`src/rtl/mux_gate_unit_if.sv`:
```
// mux_gate_unit_if: operand/result bundle for mux_gate_unit.
//   in_valid  operands a/b are valid this cycle
//   a         operand A (per-bit mux select)
//   b         operand B (per-bit mux data)
//   and_      registered a AND b
//   nand_     registered NOT(a AND b)
//   nor_      registered NOT(a OR b)
//   out_valid registered copy of in_valid
// master: operand source / result sink. slave: the gate unit.
interface mux_gate_unit_if #(
    parameter int unsigned WIDTH = 1
);
    logic             in_valid;
    logic [WIDTH-1:0] a;
    logic [WIDTH-1:0] b;
    logic [WIDTH-1:0] and_;
    logic [WIDTH-1:0] nand_;
    logic [WIDTH-1:0] nor_;
    logic             out_valid;

    modport master (
        output in_valid, a, b,
        input  and_, nand_, nor_, out_valid
    );

    modport slave (
        input  in_valid, a, b,
        output and_, nand_, nor_, out_valid
    );
endinterface

```
`src/rtl/mux_gate_unit.sv`:
```
// mux_gate_unit: registered AND / NAND / NOR built purely from 2:1 muxes.
// Each bit is an independent slice; a[i] is the mux select, b[i] or a
// constant is the data. Results appear one clk after the operands.
// Ports:
//   clk  rising-edge clock
//   rst  asynchronous active-high reset; clears all outputs to 0
//   bus  mux_gate_unit_if.slave (in_valid, a, b -> and_, nand_, nor_, out_valid)
// Optional feature macro MUX_GATE_HOLD_EN: when defined, results load only on
// edges with in_valid=1 and hold otherwise; out_valid always tracks in_valid.
module mux_gate_unit #(
    parameter int unsigned WIDTH = 1
) (
    input  logic           clk,
    input  logic           rst,
    mux_gate_unit_if.slave bus
);

    function automatic logic mux2(input logic sel, input logic d1, input logic d0);
        return sel ? d1 : d0;
    endfunction

    logic [WIDTH-1:0] b_n;
    logic [WIDTH-1:0] and_d;
    logic [WIDTH-1:0] nand_d;
    logic [WIDTH-1:0] nor_d;

    logic [WIDTH-1:0] and_q;
    logic [WIDTH-1:0] nand_q;
    logic [WIDTH-1:0] nor_q;
    logic             valid_q;

    always_comb begin
        b_n    = '0;
        and_d  = '0;
        nand_d = '0;
        nor_d  = '0;
        for (int i = 0; i < int'(WIDTH); i++) begin
            // Inverter as a mux: b selects between constants.
            b_n[i]    = mux2(bus.b[i], 1'b0, 1'b1);
            and_d[i]  = mux2(bus.a[i], bus.b[i], 1'b0);
            nand_d[i] = mux2(bus.a[i], b_n[i], 1'b1);
            nor_d[i]  = mux2(bus.a[i], 1'b0, b_n[i]);
        end
    end

    always_ff @(posedge clk or posedge rst) begin
        if (rst) begin
            and_q   <= '0;
            nand_q  <= '0;   // deliberately 0, not nand(0,0)
            nor_q   <= '0;
            valid_q <= 1'b0;
        end else begin
            valid_q <= bus.in_valid;
`ifdef MUX_GATE_HOLD_EN
            if (bus.in_valid) begin
                and_q  <= and_d;
                nand_q <= nand_d;
                nor_q  <= nor_d;
            end
`else
            and_q  <= and_d;
            nand_q <= nand_d;
            nor_q  <= nor_d;
`endif
        end
    end

    assign bus.and_      = and_q;
    assign bus.nand_     = nand_q;
    assign bus.nor_      = nor_q;
    assign bus.out_valid = valid_q;

endmodule

```
`src/flat_wrapper.sv`:
```
// flat-port wrapper written by rule: the top's interface ports become plain ports
module mux_gate_unit_flat 
#(
    parameter int unsigned WIDTH = 1
)
  (clk, rst, bus_in_valid, bus_a, bus_b, bus_and_, bus_nand_, bus_nor_, bus_out_valid);
  mux_gate_unit_if #(.WIDTH(WIDTH)) bus_i ();
  input  logic clk;
  input  logic rst;
  input wire logic [$bits(bus_i.in_valid)-1:0] bus_in_valid;
  input wire logic [$bits(bus_i.a)-1:0] bus_a;
  input wire logic [$bits(bus_i.b)-1:0] bus_b;
  output wire logic [$bits(bus_i.and_)-1:0] bus_and_;
  output wire logic [$bits(bus_i.nand_)-1:0] bus_nand_;
  output wire logic [$bits(bus_i.nor_)-1:0] bus_nor_;
  output wire logic [$bits(bus_i.out_valid)-1:0] bus_out_valid;
  assign bus_i.in_valid = bus_in_valid;
  assign bus_i.a = bus_a;
  assign bus_i.b = bus_b;
  assign bus_and_ = bus_i.and_;
  assign bus_nand_ = bus_i.nand_;
  assign bus_nor_ = bus_i.nor_;
  assign bus_out_valid = bus_i.out_valid;
  mux_gate_unit #(.WIDTH(WIDTH)) u_core (.clk(clk), .rst(rst), .bus(bus_i));
endmodule
```
`config.mk`:
```
export PLATFORM = sky130hd
export DESIGN_NAME = mux_gate_unit_flat
export DESIGN_NICKNAME = d
export VERILOG_FILES = /design/src/rtl/mux_gate_unit_if.sv /design/src/rtl/mux_gate_unit.sv /design/src/flat_wrapper.sv
export SDC_FILE = /design/constraint.sdc
export NUM_CORES = 1
export LEC_CHECK = 0
export BUFFER_PORTS_ARGS = -buffer_cell sky130_fd_sc_hd__buf_4
export CAP_MARGIN = 20
export CELL_PAD_IN_SITES_DETAIL_PLACEMENT = 0
export CELL_PAD_IN_SITES_GLOBAL_PLACEMENT = 1
export CORE_AREA = 2 2 39 41
export CTS_CLUSTER_DIAMETER = 60
export CTS_CLUSTER_SIZE = 24
export DETAILED_ROUTE_END_ITERATION = 8
export DIE_AREA = 0 0 41 43
export GPL_TIMING_DRIVEN = 0
export PLACE_DENSITY = 0.41
export SLEW_MARGIN = 5
export SYNTH_ARGS = -nofsm -noshare
export SYNTH_HDL_FRONTEND = slang
export SYNTH_SLANG_ARGS = --single-unit
```
`constraint.sdc`:
```
create_clock -name clk -period 0.8 [get_ports clk]
set_input_delay 0 -clock clk [delete_from_list [all_inputs] [get_ports clk]]
set_output_delay 0 -clock clk [all_outputs]
set_load 0.05 [all_outputs]
```
### After elaboration in Yosys (flattened, before gate mapping)

Cells that the tools add are included.

| storage, ports and cells | value |
|---|---|
| bits in registers | 4 |

| operators by class | value |
|---|---|
| muxes and demuxes | 4 |

Operator list:

| operator | count |
|---|---|
| $mux W1 | 4 |

### Longest topological paths before layout

Gate-level depths: netlist of the first run.

| depth | value |
|---|---|
| word-level depth | 2 |
| mapped depth | 1 |
| mapped depth without buffers | 1 |

### Worst setup path after synthesis of the first run

No wires, ideal clock.

| timing path | value |
|---|---|
| kind | reg-to-output |
| start point | register u_core.and_q (netlist: u_core.bus.and_) |
| end point | output port bus_and_ |
| arrival time | 0.586 ns |
| data required time | 0.800 ns |
| setup slack | 0.214 ns |
| stages on the path, launching flop included | 1 |
| path buffers | 0 |
| cells stage by stage | dfrtp_1 |

RTL lines:

| what | RTL line | RTL |
|---|---|---|
| start: declaration | mux_gate_unit.sv:27 | `logic [WIDTH-1:0] and_q;` |
| start signal: assignment | mux_gate_unit.sv:61 | `and_q <= and_d;` |
| end: declaration | flat_wrapper.sv:13 | `output wire logic [$bits(bus_i.and_)-1:0] bus_and_;` |

No word-level cell between the ends.

### Worst setup path in the final report of the first run

| timing path | value |
|---|---|
| start point | register u_core.valid_q (netlist: u_core.bus.out_valid) |
| end point | output port bus_out_valid |

RTL lines:

| what | RTL line | RTL |
|---|---|---|
| start: declaration | mux_gate_unit.sv:30 | `logic valid_q;` |
| start signal: assignment | mux_gate_unit.sv:53 | `valid_q <= bus.in_valid;` |
| end: declaration | flat_wrapper.sv:16 | `output wire logic [$bits(bus_i.out_valid)-1:0] bus_out_valid;` |

No word-level cell between the ends.

==> results of run 1 <==
[report_power, final]
| group | switching [uW] | internal, uW |
|---|---|---|
| clock | 76.1 | 167 |
| sequential | 3.94 | 214 |
| combinational | 53.5 | 45.7 |
| total | 134 | 427 |
[per-stage QoR]
| step | setup slack (ns) | utilization | power (uW) | cells |
|---|---|---|---|---|
| finish | 0.03616 | 0.1962 | 560.5 | 39 |
| global route | 0.003593 | 0.1962 | 606.4 | 39 |
| CTS | 0.01952 | 0.1881 | 571.7 | 39 |
| detailed placement | 0.2738 | 0.1429 | 299.5 | 32 |
| global placement | 0.2758 | 0.1429 | 298.3 | 32 |
| floorplan | 0.2141 | - | 263.5 | 8 |
[flip-flops by register name, summed over array words and instances (netlist names)]
signal                flops
u_core.bus.and_           1
u_core.bus.out_valid      1
u_core.bus.nand_          1
u_core.bus.nor_           1
[path summary, 6_finish.rpt]
check                                            endpoint  slack (ns)  cells after the start
worst max-delay path                        bus_out_valid        0.04                      1
worst min-delay path           u_core.bus.nand_$_DFF_PP0_        0.20                      3
max in group asynchronous  u_core.bus.out_valid$_DFF_PP0_        0.46                      3
min in group clk           u_core.bus.out_valid$_DFF_PP0_        0.42                      2
[placed cells by master (no fill, tap or decap)]
cell type,instances
buf_4,5
dlygate4sd3_1,4
dfrtp_1,4
clkbuf_4,3
buf_6,3
nor2_1,1
inv_1,1
nand2_1,1
and2_1,1
[per-layer routing]
layer  up-vias  routed length (um)  share of wire  track usage
met5         -                   0              0            0
met4         0                  19          0.077       0.1000
met3         2                  52           0.21      0.04712
met2        11                  79           0.32      0.03750
met1        35                  96           0.39      0.03279
li1         53                   -              -            -
[area by class of cell]
class	instances	area (sq um)	share of cell area
Inverter	1	3.754	0.01382
Clock buffer	3	22.52	0.08295
Sequential cell	4	100.1	0.3687
Tap cell	16	20.02	0.07373
Multi-Input combinational cell	3	13.76	0.05069
Timing Repair Buffer	12	111.4	0.4101
[timing repair]
item | in CTS | in global routing
setup endpoints to repair | 0 | 3
resized for setup | 0 | 3
hold endpoints to repair | 7 | 0
hold buffers | 4 | 0
[cell families (layout without fill, tap and decap cells)]
group | Yosys count | in the layout | share of synthesized area
buf+inv | 1 | 16 | 0.03188
flops | 4 | 4 | 0.8511
simple gates | 3 | 3 | 0.1170
==> impl_metrics.csv, run 1 <==
group,metric,value,unit
floorplan,ios,9,
flow_run,cap_viol_max_count,0,
timing,hold_slack,0.2045,ns
run_status,status,"complete, no violations",
floorplan,core_area,1384,sq um
yosys,ys_seq_area_frac,0.8511,
yosys,yosysMostFrequentCell,"dfrtp_1",
timing,period_needed,0.7638,ns
floorplan,start_util,0.08499,
grt,grt_max_degree,5,
yosys,ys_warn_count,0,
worst_setup_path,slowest_delay,0.35,ns
placement,portBuffers,8,
worst_setup_path,critPathSlowestCell,"dfrtp_1",
yosys,syn_area,117.6,sq um
floorplan,die_w,41,um
grt,track_usage,0.04646,
yosys,syn-instance-count,8,
routing,via_per_inst,2.590,
grt,first_global_vias,106,
final_layout,areaGrowthSynthToFinish,130.9,%
grt,grt_pass1_wl,393,um
grt,grt-ovfl-total,0,
final_layout,final_nets,30,
timing,period_share,0.9548,
timing,tns,0,ns
clocking,cts_tree,"done",
yosys,syn_avg_cell_area,14.70,sq um
timing,final-setup-viol-count,0,
clocking,cts_inserted_buffers,3,
routing,vias,101,
yosys,synth_top_area_share,0.8511,
worst_setup_path,startpoint_type,"register",
yosys,synthesis.nets,13,
timing,hold_viol_final,0,
worst_setup_path,critPathLaunch,"u_core.bus.out_valid$_DFF_PP0_",
timing,rsz0062_at_grt,"no",
timing,slew-limit-headroom,0.9084,
clocking,htreeDepth,1,
final_layout,fill_cells,150,
placement,gp_congestion,0.5353,
final_layout,design_area,271.5,sq um
yosys,synth-main-ff-cell,"dfrtp_1",
routing,first_pass_iters,2,
routing,wl,247,um
yosys,postSynth.asyncResetShare,1.000,
yosys,synth_edf_count,0,
power,irDropWorstVdd,354.9,uV
clocking,cts_sinks,4,
worst_setup_path,critPathBufInv,1,
yosys,synthTopCellsByCount,"dfrtp_1, and2_1, inv_1, nand2_1, nor2_1",
clocking,cts_buffer_depth,2,
floorplan,die_y,43,um
worst_setup_path,endpoint_kind,"output pin",
power,power.density,2064,nW/um^2
clocking,clkTransAtPathRegs,0.04,ns
routing,ant_nets,0,
worst_setup_path,arrival,0.76,ns
yosys,ys_seq_elements,4,
worst_setup_path,cp_max_fo,1,
power,leakagePower,0.0001325,uW
worst_setup_path,critical_path_class,"register to output pin",
timing,slew_viol_final,0,
final_layout,antenna_cells,0,
clocking,cts-root-buf,"clkbuf_4",
final_layout,drive_above_1_share,0.4783,
grt,antenna_found_initial,0,
yosys,synthTopCellsByArea,"dfrtp_1, and2_1, inv_1",
floorplan,dieArea,1763,sq um
worst_setup_path,path_delay_family,"flip-flops",
worst_setup_path,crit_chain,"buf_4",
clocking,postCtsSetupRepairBufs,0,
worst_setup_path,critPathRequiredTime,0.80,ns
timing,clock.fmax,1309,MHz
routing,drc,0,
placement,place_area,197.7,sq um
timing,worstMarginPinSlew,0.1372,ns
routing,avgRoutedWirePerCell,6.333,um
floorplan,rows,14,
hold_path,min_path_type,"primary input to asynchronous set/reset pin",
routing,dr.first_iter.drc_count,1,
yosys,synth_top_area_cell,"dfrtp_1",
yosys,ys_types,5,
Power figures use the tool's default switching activity.
==> run 2: changes to the inputs <==
Settings changed: RECOVER_POWER set to 100, REMOVE_ABC_BUFFERS set to 1.
==> impl_metrics.csv, run 2 (synthesis results as in run 1) <==
group,metric,value,unit
routing,first_pass_iters,2,
clocking,cts_inserted_buffers,3,
routing,drc,0,
worst_setup_path,startpoint_type,"register",
worst_setup_path,critical_path_class,"register to output pin",
routing,ant_nets,0,
power,leakagePower,0.0001277,uW
run_status,status,"complete, no violations",
worst_setup_path,cp_max_fo,1,
grt,antenna_found_initial,0,
grt,grt_use_met2,0.03750,
worst_setup_path,critPathBufInv,1,
floorplan,ios,9,
timing,tns,0,ns
timing,slew_viol_final,0,
grt,use_met3,0.04712,
hold_path,min_path_type,"primary input to asynchronous set/reset pin",
placement,portBuffers,8,
clocking,cts_buffer_depth,2,
worst_setup_path,critPathRequiredTime,0.80,ns
worst_setup_path,crit_chain,"buf_4",
clocking,clkTransAtPathRegs,0.04,ns
grt,track_usage,0.04646,
floorplan,start_util,0.08499,
timing,slew-limit-headroom,0.9084,
clocking,postCtsSetupRepairBufs,0,
routing,via_per_inst,2.590,
final_layout,design_area,267.8,sq um
grt,grt_use_met1,0.03279,
final_layout,layout_commonest_cell,"clkbuf_4",
timing,clock.fmax,1309,MHz
clocking,cts_tree,"done",
final_layout,areaGrowthSynthToFinish,127.7,%
routing,vias,101,
floorplan,dieArea,1763,sq um
worst_setup_path,path_delay_family,"flip-flops",
final_layout,final_cell_mix,"clkbuf_4, dlygate4sd3_1, dfrtp_1, buf_6, buf_4",
grt,grt-ovfl-total,0,
routing,dr.first_iter.drc_count,1,
clocking,cts-root-buf,"clkbuf_4",
worst_setup_path,slowest_delay,0.35,ns
timing,hold_viol_final,0,
worst_setup_path,arrival,0.76,ns
power,power.density,2083,nW/um^2
placement,place_area,197.7,sq um
timing,final-setup-viol-count,0,
timing,period_share,0.9548,
routing,wl,247,um
power,irDropWorstVdd,352.1,uV
final_layout,final_nets,30,
floorplan,rows,14,
timing,rsz0062_at_grt,"no",
timing,worstMarginPinSlew,0.1372,ns
clocking,cts_sinks,4,
floorplan,core_area,1384,sq um
floorplan,die_w,41,um
final_layout,utilization,0.1935,
clocking,htreeDepth,1,
placement,gp_congestion,0.5353,
placement,placed_cells,32,
final_layout,antenna_cells,0,
worst_setup_path,critPathSlowestCell,"dfrtp_1",
grt,grt_max_degree,5,
floorplan,die_y,43,um
grt,top_usage_layer,"met4",
worst_setup_path,endpoint_kind,"output pin",
routing,avgRoutedWirePerCell,6.333,um
grt,first_global_vias,106,
final_layout,drive_above_1_share,0.4348,
grt,grt_pass1_wl,393,um
final_layout,finalNonFillerCells,39,
timing,period_needed,0.7638,ns
flow_run,cap_viol_max_count,0,
[run 2: cell types whose count changed in the layout (fill, tap and decap cells not counted), sizes merged]
cell / previous run / this run
buf: 8 / 5
clkbuf: 3 / 6
[run 2: repair_timing]
item	in CTS	in global routing
hold buffers	4	0
resized for setup	0	3
hold endpoints to repair	7	0
setup endpoints to repair	0	3
[run 2: tightest hold or removal path: cells and delay by family]
| family | cells | cell delay (ns) |
|---|---|---|
| buffers and inverters | 3 | 0.78 |
[run 2: area by class of cell]
type                    count  area (sq um)
flip-flops and latches      4         100.1
well taps                  16         20.02
fillers                   152          1116
clock buffers               3         22.52
multi-input cells           3         13.76
inverters                   1         3.754
repair buffers             12         107.6
[run 2: worst max path at each step]
stage / slack (ns) / depth (start not counted) / end / from
after floorplan: 0.21 / 0 / bus_and_ / u_core.bus.and_$_DFF_PP0_
after global placement: 0.28 / 1 / bus_out_valid / u_core.bus.out_valid$_DFF_PP0_
after detailed placement: 0.27 / 1 / bus_and_ / u_core.bus.and_$_DFF_PP0_
after CTS: 0.02 / 1 / bus_and_ / u_core.bus.and_$_DFF_PP0_
after global routing: 0.004 / 1 / bus_out_valid / u_core.bus.out_valid$_DFF_PP0_
final: 0.04 / 1 / bus_out_valid / u_core.bus.out_valid$_DFF_PP0_
[run 2: metal layers]
metal  vias up  wire [um]
li1         53          -
met1        35         92
met2        11         78
met3         2         56
met4         0         19
met5         -          0
[run 2: power by group]
| group | total, uW | internal, uW | switching (uW) |
|---|---|---|---|
| logic | 96.4 | 42.9 | 53.5 |
| clock network | 243 | 167 | 76.1 |
| registers | 218 | 214 | 3.94 |
[run 2: through the flow]
stage / hold WS, ns / setup slack [ns] / power, uW
6_report: 0.2021 / 0.03615 / 557.6
5_1_grt: 0.2296 / 0.003593 / 603.4
4_1_cts: 0.1989 / 0.01952 / 571.7
3_5_place_dp: -0.1069 / 0.2738 / 299.5
3_3_place_gp: -0.1133 / 0.2758 / 298.3
2_1_floorplan: -0.2339 / 0.2141 / 263.5
==> run 3: changes to the inputs <==
--- a/constraint.sdc
+++ b/constraint.sdc
@@ -3,2 +3,2 @@
 set_output_delay 0 -clock clk [all_outputs]
-set_load 0.05 [all_outputs]
+set_load 0.02 [all_outputs]
==> impl_metrics.csv, run 3 (synthesis results as in run 1) <==
group,metric,value,unit
routing,vias,101,
timing,worstMarginPinSlew,0.1372,ns
routing,via_per_inst,2.590,
routing,avgRoutedWirePerCell,6.436,um
floorplan,die_y,43,um
grt,grt_max_degree,5,
timing,clock.fmax,1371,MHz
worst_setup_path,critPathSlowestCell,"dfrtp_1",
worst_setup_path,startpoint_type,"register",
final_layout,fill_cells,157,
grt,grt_pass1_wl,393,um
clocking,cts_buffer_depth,2,
final_layout,finalNonFillerCells,39,
power,power.density,2111,nW/um^2
power,irDropWorstVdd,331.9,uV
timing,period_share,0.9115,
flow_run,cap_viol_max_count,0,
routing,drc,0,
clocking,cts_sinks,4,
final_layout,drive_above_1_share,0.4348,
routing,first_pass_iters,2,
power,clkPwrFrac,0.468,
power,p_sw_frac,0.2066,
worst_setup_path,path_delay_family,"flip-flops",
clocking,clkTransAtPathRegs,0.04,ns
clocking,cts-root-buf,"clkbuf_4",
power,switchingPower,107.5,uW
worst_setup_path,crit_chain,"buf_2",
grt,grt-ovfl-total,0,
worst_setup_path,slowest_delay,0.35,ns
timing,tns,0,ns
worst_setup_path,endpoint_kind,"output pin",
timing,hold_viol_final,0,
final_layout,final_cell_mix,"clkbuf_4, dlygate4sd3_1, dfrtp_1, buf_2",
timing,final-setup-viol-count,0,
grt,track_usage,0.04646,
timing,slew_viol_final,0,
grt,antenna_found_initial,0,
floorplan,ios,9,
timing,rsz0062_at_grt,"no",
worst_setup_path,critPathBufInv,1,
placement,placed_cells,32,
worst_setup_path,critical_path_class,"register to output pin",
power,leakagePower,0.0001215,uW
clocking,htreeDepth,1,
timing,period_needed,0.7292,ns
hold_path,min_path_type,"primary input to asynchronous set/reset pin",
worst_setup_path,cp_max_fo,1,
clocking,postCtsSetupRepairBufs,0,
run_status,status,"complete, no violations",
final_layout,areaGrowthSynthToFinish,109.6,%
placement,gp_congestion,0.5353,
clocking,cts_inserted_buffers,3,
power,sequentialPowerShare,0.415,
grt,first_global_vias,106,
floorplan,start_util,0.08499,
routing,wl,251,um
routing,dr.first_iter.drc_count,1,
final_layout,final_nets,30,
power,p_comb_frac,0.118,
routing,ant_nets,0,
placement,portBuffers,8,
floorplan,rows,14,
floorplan,die_w,41,um
final_layout,layout_commonest_cell,"clkbuf_4",
timing,slew-limit-headroom,0.9084,
floorplan,dieArea,1763,sq um
power,power.internal,412.8,uW
worst_setup_path,critPathRequiredTime,0.80,ns
worst_setup_path,arrival,0.73,ns
final_layout,antenna_cells,0,
clocking,cts_tree,"done",
floorplan,core_area,1384,sq um
==> run 3: through the flow <==
stage / worst slack [ns] / util / hold slack, ns / power (uW) / cell area, sq um
after floorplan: 0.3840 / - / -0.2339 / 239.7 / 117.6
after global placement: 0.3088 / 0.1429 / -0.1133 / 273.5 / 197.7
after detailed placement: 0.3068 / 0.1429 / -0.1069 / 274.7 / 197.7
after CTS: 0.05250 / 0.1881 / 0.1989 / 547.0 / 260.3
after global routing: 0.02997 / 0.1781 / 0.2296 / 565.7 / 246.5
final: 0.07079 / 0.1781 / 0.2021 / 520.3 / 246.5
==> run 3: power by group through the flow <==
stage          registers, uW  clock network, uW  logic, uW
5_1_grt                  217                281       67.7
3_3_place_gp             219                  0       54.6
4_1_cts                  216                260       70.9
6_report                 216                243       61.1
2_1_floorplan            233                  0       7.08
3_5_place_dp             219                  0       55.9
==> run 3: cell type report <==
| type | instances | area (sq um) | area share |
|---|---|---|---|
| Multi-Input combinational cell | 3 | 13.76 | 0.05584 |
| Clock buffer | 3 | 22.52 | 0.09137 |
| Timing Repair Buffer | 12 | 86.33 | 0.3503 |
| Inverter | 1 | 3.754 | 0.01523 |
| Sequential cell | 4 | 100.1 | 0.4061 |
| Tap cell | 16 | 20.02 | 0.08122 |
==> run 3: worst paths after layout <==
kind                       depth (start not counted)                      start  slack, ns                             end
min in group clk                                   2               bus_in_valid       0.43  u_core.bus.out_valid$_DFF_PP0_
max in group asynchronous                          3                        rst       0.46  u_core.bus.out_valid$_DFF_PP0_
min                                                3                        rst       0.20      u_core.bus.nand_$_DFF_PP0_
max                                                1  u_core.bus.nor_$_DFF_PP0_       0.07                        bus_nor_
==> run 3: metal layers <==
metal / share of wire / vias up / GRT usage
li1: - / 53 / -
met1: 0.37 / 35 / 0.03279
met2: 0.31 / 11 / 0.03750
met3: 0.25 / 2 / 0.04712
met4: 0.076 / 0 / 0.1000
met5: 0 / - / 0
==> run 3: what timing repair did <==
item / 4_1_cts / 5_1_grt
hold buffers: 4 / 0
endpoints found under the hold margin: 7 / 0
resized for setup: 0 / 0
